<file path="src/rtl/trigger_ctrl_if.sv">
// Command bus from the SUMP command decoder into the trigger sequencer.
// The decoder drives the opcode, payload and a one-cycle execute strobe.
interface trigger_ctrl_if;
  logic [7:0]  opc_i;
  logic [31:0] data_i;
  logic        exec_i;

  modport master (
    output opc_i,
    output data_i,
    output exec_i
  );

  modport slave (
    input opc_i,
    input data_i,
    input exec_i
  );
endinterface

</file>
<file path="src/rtl/trigger_ctrl.sv">
// Trigger-stage sequencer: decodes trigger commands into per-stage write strobes,
// arms the stages together, tracks the shared level and latches a sticky run flag.
module trigger_ctrl #(
  parameter int NUM_STAGES = 4
) (
  input  logic                  clk_i,
  input  logic                  rst_in,
  trigger_ctrl_if.slave         cmd,
  input  logic                  stb_i,
  output logic [31:0]           stg_cmd_o,
  output logic [NUM_STAGES-1:0] stg_set_mask_o,
  output logic [NUM_STAGES-1:0] stg_set_val_o,
  output logic [NUM_STAGES-1:0] stg_set_cfg_o,
  output logic                  stg_arm_o,
  output logic                  stg_stb_o,
  output logic [1:0]            stg_lvl_o,
  input  logic [NUM_STAGES-1:0] stg_match_i,
  input  logic [NUM_STAGES-1:0] stg_run_i,
  output logic                  armed_o,
  output logic                  run_o
);

  typedef enum logic [1:0] {
    IDLE  = 2'd0,
    ARMED = 2'd1,
    FIRED = 2'd2
  } state_t;

  localparam logic [7:0] OPC_RESET = 8'h00;
  localparam logic [7:0] OPC_ARM   = 8'h01;

  state_t                  state;
  logic                    is_soft_reset;
  logic                    is_arm;
  logic                    is_cfg;
  logic                    cfg_accept;
  logic [1:0]              cfg_kind;
  logic [NUM_STAGES-1:0]   cfg_sel;
  logic [NUM_STAGES-1:0]   mask_stb;
  logic [NUM_STAGES-1:0]   val_stb;
  logic [NUM_STAGES-1:0]   cfg_stb;

  function automatic logic [NUM_STAGES-1:0] stage_onehot(input logic [1:0] idx);
    logic [NUM_STAGES-1:0] one;
    one = {{(NUM_STAGES-1){1'b0}}, 1'b1};
    return one << idx;
  endfunction

  // Command decode; stage writes are only honoured outside ARMED.
  always_comb begin
    is_soft_reset = 1'b0;
    is_arm        = 1'b0;
    is_cfg        = 1'b0;
    cfg_accept    = 1'b0;
    cfg_kind      = cmd.opc_i[1:0];
    cfg_sel       = stage_onehot(cmd.opc_i[3:2]);
    mask_stb      = {NUM_STAGES{1'b0}};
    val_stb       = {NUM_STAGES{1'b0}};
    cfg_stb       = {NUM_STAGES{1'b0}};
    if (cmd.exec_i) begin
      is_soft_reset = (cmd.opc_i == OPC_RESET);
      is_arm        = (cmd.opc_i == OPC_ARM);
      is_cfg        = (cmd.opc_i[7:4] == 4'hC);
    end else begin
      is_soft_reset = 1'b0;
    end
    if (is_cfg && (state != ARMED)) begin
      case (cfg_kind)
        2'd0: begin
          mask_stb   = cfg_sel;
          cfg_accept = 1'b1;
        end
        2'd1: begin
          val_stb    = cfg_sel;
          cfg_accept = 1'b1;
        end
        2'd2: begin
          cfg_stb    = cfg_sel;
          cfg_accept = 1'b1;
        end
        default: cfg_accept = 1'b0;
      endcase
    end else begin
      cfg_accept = 1'b0;
    end
  end

  // Sequencer FSM with registered strobes, level and run flag.
  always_ff @(posedge clk_i or negedge rst_in) begin
    if (!rst_in) begin
      state          <= IDLE;
      stg_cmd_o      <= 32'h0000_0000;
      stg_set_mask_o <= {NUM_STAGES{1'b0}};
      stg_set_val_o  <= {NUM_STAGES{1'b0}};
      stg_set_cfg_o  <= {NUM_STAGES{1'b0}};
      stg_arm_o      <= 1'b0;
      stg_lvl_o      <= 2'd0;
      armed_o        <= 1'b0;
      run_o          <= 1'b0;
    end else begin
      stg_set_mask_o <= mask_stb;
      stg_set_val_o  <= val_stb;
      stg_set_cfg_o  <= cfg_stb;
      stg_arm_o      <= 1'b0;
      if (cfg_accept) begin
        stg_cmd_o <= cmd.data_i;
      end
      if (is_soft_reset) begin
        state     <= IDLE;
        armed_o   <= 1'b0;
        stg_lvl_o <= 2'd0;
        run_o     <= 1'b0;
      end else if (is_arm && (state != ARMED)) begin
        state     <= ARMED;
        armed_o   <= 1'b1;
        stg_arm_o <= 1'b1;
        stg_lvl_o <= 2'd0;
        run_o     <= 1'b0;
      end else begin
        case (state)
          ARMED: begin
            // Run wins over match: the level freezes at the firing edge.
            if (|stg_run_i) begin
              state   <= FIRED;
              armed_o <= 1'b0;
              run_o   <= 1'b1;
            end else if ((|stg_match_i) && (stg_lvl_o != 2'd3)) begin
              stg_lvl_o <= stg_lvl_o + 2'd1;
            end
          end
          IDLE:    state <= IDLE;
          FIRED:   state <= FIRED;
          default: begin
            state   <= IDLE;
            armed_o <= 1'b0;
          end
        endcase
      end
    end
  end

  assign stg_stb_o = stb_i & (state == ARMED);

endmodule

</file>
<file path="src/flat_wrapper.sv">
// flat-port wrapper written by rule: the top's interface ports become plain ports
module trigger_ctrl_flat 
#(
  parameter int NUM_STAGES = 4
)
  (clk_i, rst_in, stb_i, stg_cmd_o, stg_set_mask_o, stg_set_val_o, stg_set_cfg_o, stg_arm_o, stg_stb_o, stg_lvl_o, stg_match_i, stg_run_i, armed_o, run_o, cmd_opc_i, cmd_data_i, cmd_exec_i);
  trigger_ctrl_if cmd_i ();
  input  logic clk_i;
  input  logic rst_in;
  input  logic stb_i;
  output logic [31:0] stg_cmd_o;
  output logic [NUM_STAGES-1:0] stg_set_mask_o;
  output logic [NUM_STAGES-1:0] stg_set_val_o;
  output logic [NUM_STAGES-1:0] stg_set_cfg_o;
  output logic stg_arm_o;
  output logic stg_stb_o;
  output logic [1:0] stg_lvl_o;
  input  logic [NUM_STAGES-1:0] stg_match_i;
  input  logic [NUM_STAGES-1:0] stg_run_i;
  output logic armed_o;
  output logic run_o;
  input wire logic [$bits(cmd_i.opc_i)-1:0] cmd_opc_i;
  input wire logic [$bits(cmd_i.data_i)-1:0] cmd_data_i;
  input wire logic [$bits(cmd_i.exec_i)-1:0] cmd_exec_i;
  assign cmd_i.opc_i = cmd_opc_i;
  assign cmd_i.data_i = cmd_data_i;
  assign cmd_i.exec_i = cmd_exec_i;
  trigger_ctrl #(.NUM_STAGES(NUM_STAGES)) u_core (.clk_i(clk_i), .rst_in(rst_in), .cmd(cmd_i), .stb_i(stb_i), .stg_cmd_o(stg_cmd_o), .stg_set_mask_o(stg_set_mask_o), .stg_set_val_o(stg_set_val_o), .stg_set_cfg_o(stg_set_cfg_o), .stg_arm_o(stg_arm_o), .stg_stb_o(stg_stb_o), .stg_lvl_o(stg_lvl_o), .stg_match_i(stg_match_i), .stg_run_i(stg_run_i), .armed_o(armed_o), .run_o(run_o));
endmodule
</file>
<file path="config.mk">
export PLATFORM = sky130hd
export DESIGN_NAME = trigger_ctrl_flat
export DESIGN_NICKNAME = d
export VERILOG_FILES = /design/src/rtl/trigger_ctrl_if.sv /design/src/rtl/trigger_ctrl.sv /design/src/flat_wrapper.sv
export SDC_FILE = /design/constraint.sdc
export NUM_CORES = 1
export LEC_CHECK = 0
export BUFFER_PORTS_ARGS = -buffer_cell sky130_fd_sc_hd__buf_2
export CAP_MARGIN = 0
export CORE_ASPECT_RATIO = 1.4
export CORE_UTILIZATION = 35
export DETAILED_ROUTE_END_ITERATION = 10
export PLACE_DENSITY = 0.61
export RECOVER_POWER = 100
export SYNTH_ARGS = -nofsm -noshare
export SYNTH_HDL_FRONTEND = slang
export SYNTH_SLANG_ARGS = --single-unit
</file>
<file path="constraint.sdc">
create_clock -name clk_i -period 3.7 [get_ports clk_i]
set_input_delay 0.37 -clock clk_i [delete_from_list [all_inputs] [get_ports clk_i]]
set_output_delay 0.37 -clock clk_i [all_outputs]
set_load 0.01 [all_outputs]
</file>
==> summary.txt, run 1 <==
Routing
  • Final wirelength: between 4 and 5 mm
  • DRC viols: 0
  • Wire length per cell after detailed routing: around 13 um
  • Final ANT Viol Nets: 0
  • 1st-pass router iterations: 3
  • Initial detailed-routing violation count: 40
  • Vias: 1489
  • Vias per cell: 4.639

STA
  • Setup Skew: 0.008029 ns
  • Setup_tns: 0 ns
  • Final Hold Fails: 0
  • RSZ-0062 raised after global routing: no
  • Final-report setup violation count: 0
  • Fin crit share: 0.6535
  • Slew @ Worst Pin: 0.9748 ns
  • Max-Slew Margin vs Limit: 0.3501
  • Maximum clock rate: 413.6 MHz
  • Hold slack: between 0.2 and 0.3 ns
  • Post-layout minimum cycle time: 2.418 ns
  • Max-slew violation count: 0
  • Final WS setup: ~1.3 ns

Synthesis
  • Most frequent cell after synthesis: dfrtp_1
  • Main synth FF type: dfrtp_1
  • Post-synthesis register bit count: 51
  • Mapped Cells: between 100 and 150
  • Largest family of logic cells by synthesized area: multiplexers
  • Synth top area share: 0.5889
  • YS warnings: 0
  • Post-synth EDFFs: 0
  • Post-synthesis mux area share: 0.2229
  • Post-Synth XOR/XNOR Area: 0.004042
  • Most instantiated cells after synthesis: dfrtp_1, mux2_4, nor2_1
  • Sequential fraction of the synthesis area: 0.5889
  • Mapped Nets: 200
  • Largest area contributor in the netlist: dfrtp_1
  • Compound-Gate Fraction of Synth Area: 0.02079
  • Unique masters post-synth: 28
  • Post-synthesis simple-gate area fraction: 0.1195
  • Mapped Area: roughly 2200 um2
  • Post-synth ARST share: 1.000
  • Synthesized area per cell: between 15 and 20 um2
  • Adder-Cell Fraction of Synth Area: 0.02309
  • Top cells by area, synth: dfrtp_1, mux2_4, nor2_1

Clock network
  • Clk pin slew, worst setup/hold paths: about 0.090 ns
  • Root buffer cell: clkbuf_8
  • CTS Buf Count: 5
  • CTS max path bufs: 2
  • Skew-Pair Late Insertion Delay: about 0.3 ns
  • # resized after CTS: 0
  • Setup bufs post-CTS: 0
  • CTS tree: done
  • Max H-tree Level: 2
  • CTS Sinks: 51

Worst setup path
  • Worst setup path start: u_core.state[0]
  • Worst Path Max Fanout: 32
  • Reg2reg setup slack: approximately 1.3 ns
  • R2r endpoint: u_core.stg_cmd_o[15]
  • Worst EP arrival: about 2.6 ns
  • CP Capture Type: register
  • Setup crit end: u_core.stg_cmd_o[15]
  • Critical path required time: 3.88 ns
  • Reg2Reg Launch Point: u_core.state[0]
  • Crit Path Category: reg -> reg
  • Startpoint types: register
  • Register-to-Register Path Depth: 4

Placed design
  • Place WS: roughly 1.3 ns
  • DP Wirelength: 3.106 mm
  • Total placed cells including tap cells: 312
  • Placed Area: roughly 2700 um2
  • Routability Congestion: a little over 0.7
  • # port buffers: around 100

Die
  • Die Footprint: about 6500 um2
  • Core box area: 5904 um2
  • Number of I/O pins: 102
  • Die span in y: 95.11 um
  • Rows: 33
  • Die X: 68.50 um
  • Initial Util: 0.3670

Min path
  • Hold_sp: cmd_data_i[1]
  • Hold crit path type: in -> reg

Run status
  • Outcome: finished, final reports clean

Power and ir drop
  • Pleak: 1.252 nW
  • Pwr/cell area: about 470 nW/um2
  • Max VDD drop: 140.5 uV
  • Pwr Total: roughly 1.2 mW

Finish
  • Multi-input gate area: roughly 700 um2
  • Design area: between 2000 and 3000 um2
  • Finished Core Util: 0.4454
  • Fillers: approximately 600
  • Layout area overhead: 21.36%
  • Layout Cells excl Fill: between 300 and 400
  • Final-stage net count: roughly 300
  • Reg area: ~1300 um2
  • Antenna diode instance count: 0
  • Layout cells sized above 1: 0.2590

GRT
  • Global-route wire length before repair: 6.389 mm
  • Gr ovfl total: 0
  • GRT Overall Usage: 0.1328
  • Vias in the first global route: ~1400
  • Largest net degree at the start of global routing: 34
  • Initial antenna violation count: 0

Run
  • Max-cap violation count: 0
-- per-layer routing --
layer / up-vias / wire, um / track usage
met3: 5 / 323 / 0.03708
met1: 699 / 1807 / 0.1549
met4: 0 / 38 / 0.04688
met2: 68 / 2041 / 0.2271
li1: 717 / - / -
met5: - / 0 / 0
-- repair_timing --
action,CTS,global route
endpoints found under the setup margin,0,0
hold endpoints to repair,18,0
hold buffers,1,0
-- layout by cell type (no fill, tap or decap), types with 3 or more instances in the layout --
| cell type | n |
|---|---|
| buf_2 | 51 |
| dfrtp_1 | 51 |
| clkbuf_1 | 50 |
| mux2_1 | 29 |
| nor2_1 | 15 |
| nor3_1 | 6 |
| a21oi_1 | 6 |
| clkbuf_8 | 6 |
| ha_1 | 4 |
| nor4_1 | 3 |
| nand2_1 | 3 |
-- kinds of logic (layout without fill, tap and decap cells) --
family          Yosys count  after routing
mux                      33             33
fa+ha+maj                 4              4
simple gates             41             41
xor+xnor                  1              1
flops                    51             51
compound gates            8              8
buf+inv                   6            113
-- how the worst min path moves through the flow --
stage / endpoint / depth (start not counted)
after floorplan: u_core.armed_o / 0
after global placement: u_core.stg_cmd_o[11] / 1
after detailed placement: u_core.stg_cmd_o[11] / 1
after CTS: u_core.stg_cmd_o[5] / 2
after global routing: u_core.stg_cmd_o[3] / 2
final: u_core.stg_cmd_o[1] / 2
-- power breakdown --
part	leakage, nW	switching [mW]	internal, mW
Combinational	0.542	0.122	0.103
Clock	0.0474	0.179	0.153
Sequential	0.662	0.0441	0.642
-- critical path: stages, from the launching register on --
cell     delay (ns)
dfrtp_1        0.41
ha_1           0.33
nor3_1         0.46
nand2_2        0.57
mux2_1         0.52
-- area by class of cell --
type                       instances  area share
multi-input combinational         87      0.2659
tap                               70     0.03330
clock inverter                     2    0.006185
timing repair buffer             103      0.1751
sequential                        51      0.4853
inverter                           2    0.002854
clock buffer                       6     0.03140
-- flip-flops by register name (all words and copies together) (netlist names) --
| signal | cells |
|---|---|
| u_core.stg_set_mask_o | 4 |
| u_core.stg_lvl_o | 2 |
| u_core.run_o | 1 |
| u_core.armed_o | 1 |
| u_core.state | 2 |
| u_core.stg_set_val_o | 4 |
| u_core.stg_arm_o | 1 |
| u_core.stg_cmd_o | 32 |
| u_core.stg_set_cfg_o | 4 |
(Power assumes the default switching activity.)
==> run 2: changes to the inputs <==
--- a/config.mk
+++ b/config.mk
@@ -10,7 +10,7 @@
 export CORE_ASPECT_RATIO = 1.4
 export CORE_UTILIZATION = 35
 export DETAILED_ROUTE_END_ITERATION = 10
-export PLACE_DENSITY = 0.61
+export PLACE_DENSITY = 0.63
 export RECOVER_POWER = 100
 export SYNTH_ARGS = -nofsm -noshare
 export SYNTH_HDL_FRONTEND = slang
==> constraint.sdc (replaced) <==
create_clock -name clk_i -period 1.9 [get_ports clk_i]
set_input_delay 0.19 -clock clk_i [delete_from_list [all_inputs] [get_ports clk_i]]
set_output_delay 0.19 -clock clk_i [all_outputs]
set_load 0.01 [all_outputs]
==> run 2 against run 1 <==
  * Total power up 92%
  * Setup slack worse by 1.1 ns
  * Largest power group unchanged
  * Sequential power up 94%
  * Critical path depth up 1
  * Clock-buffer cell count unchanged
==> summary.txt, run 2 (synthesis gave the netlist of run 1 again) <==
Run status
  • Outcome: finished, final reports clean (unchanged)

Power and ir drop
  • Combinational share of power: 0.187 (was 0.181)
  • Pwr/cell area: 891.6 nW/um2 (was 472.5 nW/um2)
  • Clock power share: 0.255 (was 0.267)
  • Switching power share of the total: 0.2827 (was 0.2779)
  • Internal: 1.708 mW (was 0.8973 mW)
  • NetSw: 0.6733 mW (was 0.3454 mW)
  • Sequential share of power: 0.559 (was 0.552)
  • Max VDD drop: 340.4 uV (was 140.5 uV)
  • Pleak: 1.259 nW (was 1.252 nW)

Routing
  • 1st-pass router iterations: 2 (was 3)
  • DRC viols: 0 (unchanged)
  • Initial detailed-routing violation count: 58 (was 40)
  • Final wirelength: 4.299 mm (was 4.211 mm)
  • Vias: 1507 (was 1489)
  • Final ANT Viol Nets: 0 (unchanged)
  • Vias per cell: 4.666 (was 4.639)
  • Wire length per cell after detailed routing: 13.31 um (was 13.12 um)

Finish
  • Commonest non-fill, non-tap cells in the layout: clkbuf_1, dfrtp_1, buf_2 (was buf_2, dfrtp_1, clkbuf_1)
  • Largest Register: u_core.stg_cmd_o (unchanged)
  • Final-stage net count: 308 (was 306)
  • Layout area overhead: 23.27% (was 21.36%)
  • Most common cell after layout, fill and taps aside: clkbuf_1
  • Antenna diode instance count: 0 (unchanged)
  • Finished Core Util: 0.4524 (was 0.4454)
  • Layout cells sized above 1: 0.2609 (was 0.2590)
  • Largest register FFs: 32 (unchanged)
  • Layout Cells excl Fill: 323 (was 321)

Worst setup path
  • CP Capture Type: register (unchanged)
  • Worst path slowest cell: dfrtp_1 (was nand2_2)
  • Startpoint types: register (unchanged)
  • Critical path required time: 2.07 ns (was 3.88 ns)
  • Worst Path Max Fanout: 32 (unchanged)
  • Top delay family on crit path: flip-flops (was simple AND/OR/NAND/NOR gates)
  • CP Buf/Inv Count: 1 (was 0)
  • Reg2Reg Launch Point: u_core.state[0] (unchanged)
  • Crit-path max cell delay: 0.41 ns (was 0.57 ns)
  • Crit Path Category: reg -> reg (unchanged)
  • Worst EP arrival: 1.87 ns (was 2.59 ns)
  • Critical-path cell list: ha_1, nor3_4, nand2_1, buf_12, mux2_1 (was ha_1, nor3_1, nand2_2, mux2_1)
  • Worst setup path start: u_core.state[0] (unchanged)

GRT
  • Gr ovfl total: 0 (unchanged)
  • Initial antenna violation count: 0 (unchanged)
  • Largest net degree at the start of global routing: 33 (was 34)
  • Global-route wire length before repair: 6.727 mm (was 6.389 mm)
  • GRT Overall Usage: 0.1400 (was 0.1328)
  • Vias in the first global route: 1483 (was 1430)

Die
  • Initial Util: 0.3670 (unchanged)
  • Die X: 68.50 um (unchanged)
  • Die Footprint: 6515 um2 (unchanged)
  • Number of I/O pins: 102 (unchanged)
  • Rows: 33 (unchanged)
  • Die span in y: 95.11 um (unchanged)
  • Core box area: 5904 um2 (unchanged)

STA
  • Max-slew violation count: 0 (unchanged)
  • RSZ-0062 raised after global routing: no (unchanged)
  • Final-report setup violation count: 0 (unchanged)
  • Max-Slew Margin vs Limit: 0.1537 (was 0.3501)
  • Post-layout minimum cycle time: 1.692 ns (was 2.418 ns)
  • Maximum clock rate: 591.0 MHz (was 413.6 MHz)
  • Final Hold Fails: 0 (unchanged)
  • Fin crit share: 0.8906 (was 0.6535)
  • Setup_tns: 0 ns (unchanged)
  • Slew @ Worst Pin: 1.269 ns (was 0.9748 ns)
  • Setup Skew: 0.005327 ns (was 0.008029 ns)
  • Final WS setup: 0.2078 ns (was 1.282 ns)

Clock network
  • CTS Sinks: 51 (unchanged)
  • CTS Buf Count: 5 (unchanged)
  • CTS max path bufs: 2 (unchanged)
  • Root buffer cell: clkbuf_8 (unchanged)
  • Skew-Pair Late Insertion Delay: 0.29 ns (was 0.30 ns)
  • CTS tree: done (unchanged)
  • Clk pin slew, worst setup/hold paths: 0.09 ns (about the same)
  • Max H-tree Level: 2 (unchanged)

Min path
  • Hold_sp: cmd_data_i[24] (was cmd_data_i[1])
  • Hold crit path type: in -> reg (unchanged)

Placed design
  • Place WS: 0.2052 ns (was 1.258 ns)
  • # port buffers: 101 (unchanged)
  • DP Wirelength: 3.245 mm (was 3.106 mm)
  • Total placed cells including tap cells: 314 (was 312)
  • Routability Congestion: 0.7011 (was 0.7170)

Run
  • Max-cap violation count: 0 (unchanged)
==> run 2: cell types whose count changed in the layout (fill, tap and decap cells not counted), sizes merged <==
cell    change
buf         +1
clkbuf      +1
==> run 2: final cells by class <==
type                       instances  area (um2)
fill                             586        3233
tap                               70       87.58
timing repair buffer             105       499.2
sequential                        51        1276
multi-input combinational         87       715.7
clock buffer                       6       72.57
inverter                           2       7.507
clock inverter                     2       12.51
==> run 2: path summary, 6_finish.rpt <==
check                                           to  slack, ns  cells past startpoint
max in group asynchronous         u_core.stg_arm_o       0.45                      3
setup reg to reg               u_core.stg_cmd_o[5]       0.21                      5
hold / removal                u_core.stg_cmd_o[24]        0.1                      2
setup / recovery               u_core.stg_cmd_o[5]       0.21                      5
min in group asynchronous  u_core.stg_set_cfg_o[1]       0.69                      2
hold reg to reg               u_core.stg_cmd_o[13]       0.49                      1
==> run 2: power by group through the flow <==
stage / clock, mW / combinational, mW / sequential (mW)
floorplan: 0 / 0.249 / 1.44
global placement: 0 / 0.611 / 1.35
detailed placement: 0 / 0.620 / 1.35
CTS: 0.637 / 0.627 / 1.33
global route: 0.692 / 0.501 / 1.36
finish: 0.606 / 0.444 / 1.33
==> run 2: metrics by stage <==
step,hold WS (ns),instance area (um2),power (mW)
5_1_grt,0.07167,2671,2.551
6_report,0.09727,2671,2.382
3_3_place_gp,0.1991,2770,1.957
3_5_place_dp,0.2069,2770,1.974
4_1_cts,0.1062,2865,2.598
2_1_floorplan,-0.1056,2167,1.686
==> run 2: metal layers <==
layer  wire (um)  part of all wire  global-route usage  vias up
met5           0                 0                   0        -
met4          33            0.0077             0.04167        0
met3         379             0.088             0.04785        4
met2        2115              0.49              0.2394       74
met1        1771              0.41              0.1612      712
li1            -                 -                   -      717
==> run 2: repair_timing <==
action / CTS / global route
endpoints found under the setup margin: 0 / 0
buffers inserted: 0 / 0
hold buffers: 1 / 0
hold endpoints to repair: 22 / 0
gates resized for setup: 0 / 0
==> run 3: changes to the inputs <==
--- a/config.mk
+++ b/config.mk
@@ -11,7 +11,7 @@
 export CORE_UTILIZATION = 35
 export DETAILED_ROUTE_END_ITERATION = 10
 export PLACE_DENSITY = 0.63
-export RECOVER_POWER = 100
+export RECOVER_POWER = 25
 export SYNTH_ARGS = -nofsm -noshare
 export SYNTH_HDL_FRONTEND = slang
 export SYNTH_SLANG_ARGS = --single-unit
==> run 3 against run 2 <==
  * Highest routed layer unchanged
  * Register-to-register slack improved by 0.02 ns
  * Maximum frequency rose by 1.1%
  * Non-clock buffer count is the same
  * Flip-flop and latch count unchanged
  * Clock-buffer cell count unchanged
  * Largest cell class unchanged
  * Global-route usage unchanged
  * Worst hold slack gained 0.022 ns
  * Setup slack improved by 0.019 ns
  * First-iteration DRC count up 29%
  * Critical endpoint unchanged
  * Core utilization rose by 3.0 points
  * Routed wire length up 3.7%
  * Critical path type unchanged
==> summary.txt, run 3 (synthesis gave the netlist of run 1 again) <==
Worst setup path
  • Critical-path cell list: ha_1, nor3_4, nand2_2, buf_12, mux2_4 (was ha_1, nor3_4, nand2_1, buf_12, mux2_1)
  • Crit-path max cell delay: 0.41 ns (about the same)
  • Reg2reg setup slack: 0.23 ns (was 0.21 ns)
  • CP Capture Type: register (unchanged)
  • Crit Path Category: reg -> reg (unchanged)
  • Critical path required time: 2.08 ns (was 2.07 ns)
  • Worst path slowest cell: dfrtp_1 (unchanged)
  • Top delay family on crit path: flip-flops (unchanged)
  • Startpoint types: register (unchanged)
  • CP Buf/Inv Count: 1 (unchanged)
  • Worst Path Max Fanout: 32 (unchanged)
  • Worst setup path start: u_core.state[0] (unchanged)
  • Reg2Reg Launch Point: u_core.state[0] (unchanged)
  • Worst EP arrival: 1.85 ns (was 1.87 ns)

Power and ir drop
  • Pwr/cell area: 895.3 nW/um2 (was 891.6 nW/um2)
  • Pleak: 1.538 nW (was 1.259 nW)
  • Pwr Total: 2.552 mW (was 2.382 mW)
  • Max VDD drop: 334.9 uV (was 340.4 uV)

Finish
  • Final-stage net count: 308 (unchanged)
  • Most common cell after layout, fill and taps aside: buf_2 (was clkbuf_1)
  • Commonest non-fill, non-tap cells in the layout: buf_2, dfrtp_1, mux2_4 (was clkbuf_1, dfrtp_1, buf_2)
  • Fillers: 525 (was 586)
  • Layout area overhead: 31.52% (was 23.27%)
  • Layout cells sized above 1: 0.5455 (was 0.2609)
  • Finished Core Util: 0.4827 (was 0.4524)
  • Antenna diode instance count: 0 (unchanged)
  • Largest Register: u_core.stg_cmd_o (unchanged)
  • Layout Cells excl Fill: 323 (unchanged)
  • Largest register FFs: 32 (unchanged)
  • Design area: 2850 um2 (was 2671 um2)

Die
  • Die Footprint: 6515 um2 (unchanged)
  • Core box area: 5904 um2 (unchanged)
  • Initial Util: 0.3670 (unchanged)
  • Rows: 33 (unchanged)
  • Number of I/O pins: 102 (unchanged)
  • Die span in y: 95.11 um (unchanged)
  • Die X: 68.50 um (unchanged)

Placed design
  • DP Wirelength: 3.245 mm (unchanged)
  • Placed Area: 2770 um2 (unchanged)
  • Routability Congestion: 0.7011 (unchanged)
  • Place WS: 0.2052 ns (unchanged)
  • # port buffers: 101 (unchanged)
  • Total placed cells including tap cells: 314 (unchanged)

Routing
  • DRC viols: 0 (unchanged)
  • 1st-pass router iterations: 2 (unchanged)
  • Vias per cell: 4.638 (was 4.666)
  • Met2 WL: 2.136 mm (was 2.115 mm)
  • Vias: 1498 (was 1507)
  • Initial detailed-routing violation count: 75 (was 58)
  • Final wirelength: 4.456 mm (was 4.299 mm)
  • Routed metal-1 wirelength: 1.903 mm (was 1.771 mm)
  • Top Metal Used: met4 (unchanged)
  • Wire length per cell after detailed routing: 13.80 um (was 13.31 um)
  • WL met3: 383 um (was 379 um)
  • Final ANT Viol Nets: 0 (unchanged)

Clock network
  • Setup bufs post-CTS: 0 (unchanged)
  • CTS max path bufs: 2 (unchanged)
  • CTS Buf Count: 5 (unchanged)
  • Root buffer cell: clkbuf_8 (unchanged)
  • CTS Sinks: 51 (unchanged)
  • # resized after CTS: 0 (unchanged)
  • Max H-tree Level: 2 (unchanged)
  • Skew-Pair Late Insertion Delay: 0.29 ns (about the same)
  • CTS tree: done (unchanged)
  • Clk pin slew, worst setup/hold paths: 0.09 ns (about the same)

STA
  • Fin crit share: 0.8808 (was 0.8906)
  • Max-Slew Margin vs Limit: 0.1482 (was 0.1537)
  • Max-slew violation count: 0 (unchanged)
  • RSZ-0062 raised after global routing: no (unchanged)
  • Maximum clock rate: 597.6 MHz (was 591.0 MHz)
  • Final Hold Fails: 0 (unchanged)
  • Final WS setup: 0.2265 ns (was 0.2078 ns)
  • Hold slack: 0.1197 ns (was 0.09727 ns)
  • Slew @ Worst Pin: 1.278 ns (was 1.269 ns)
  • Setup_tns: 0 ns (unchanged)
  • Setup Skew: 0.003989 ns (was 0.005327 ns)
  • Post-layout minimum cycle time: 1.673 ns (was 1.692 ns)
  • Final-report setup violation count: 0 (unchanged)

Run
  • Max-cap violation count: 0 (unchanged)

GRT
  • GRT Overall Usage: 0.1400 (unchanged)
  • Initial antenna violation count: 0 (unchanged)
  • Global-route wire length before repair: 6.727 mm (unchanged)
  • Vias in the first global route: 1483 (unchanged)
  • Gr ovfl total: 0 (unchanged)
  • Largest net degree at the start of global routing: 33 (unchanged)

Min path
  • Hold_sp: cmd_data_i[24] (unchanged)
  • Hold crit path type: in -> reg (unchanged)

Run status
  • Outcome: finished, final reports clean (unchanged)
run 3: what timing repair did:
action                                  in CTS  in global routing
endpoints found under the hold margin       22                  0
hold buffers                                 1                  0
endpoints found under the setup margin       0                  0
run 3: cell type report:
class,instances,area (um2),share of cell area
Clock buffer,6,72.57,0.02546
Tap cell,70,87.58,0.03073
Clock inverter,2,12.51,0.004390
Multi-Input combinational cell,87,845.8,0.2968
Timing Repair Buffer,105,548.0,0.1923
Sequential cell,51,1276,0.4478
Inverter,2,7.507,0.002634
run 3: worst reg2reg max path, delay by kind of cell, from the launching register on:
kind	cells	cell delay, ns
muxes	1	0.35
buffers and inverters	1	0.19
adders and majority gates	1	0.26
and+or+nand+nor	2	0.34
DFF	1	0.41
run 3: report_power, final:
part | total [mW] | switching [mW] | leakage (nW) | internal, mW
registers | 1.33 | 0.0834 | 0.662 | 1.25
clock network | 0.605 | 0.347 | 0.0412 | 0.258
logic | 0.613 | 0.253 | 0.835 | 0.360
run 3: path summary, 6_finish.rpt:
path,end,depth (start not counted)
worst max register to register,u_core.stg_cmd_o[5],5
max in group asynchronous,u_core.stg_set_val_o[0],3
worst max-delay path,u_core.stg_cmd_o[5],5
worst min register to register,u_core.stg_cmd_o[0],1
min in group asynchronous,u_core.stg_cmd_o[2],2
worst min-delay path,u_core.stg_cmd_o[24],2
run 3: layer usage:
metal / track usage / up-vias
met5: 0 / -
met3: 0.04785 / 4
met1: 0.1612 / 704
met4: 0.04167 / 0
li1: - / 716
met2: 0.2394 / 74
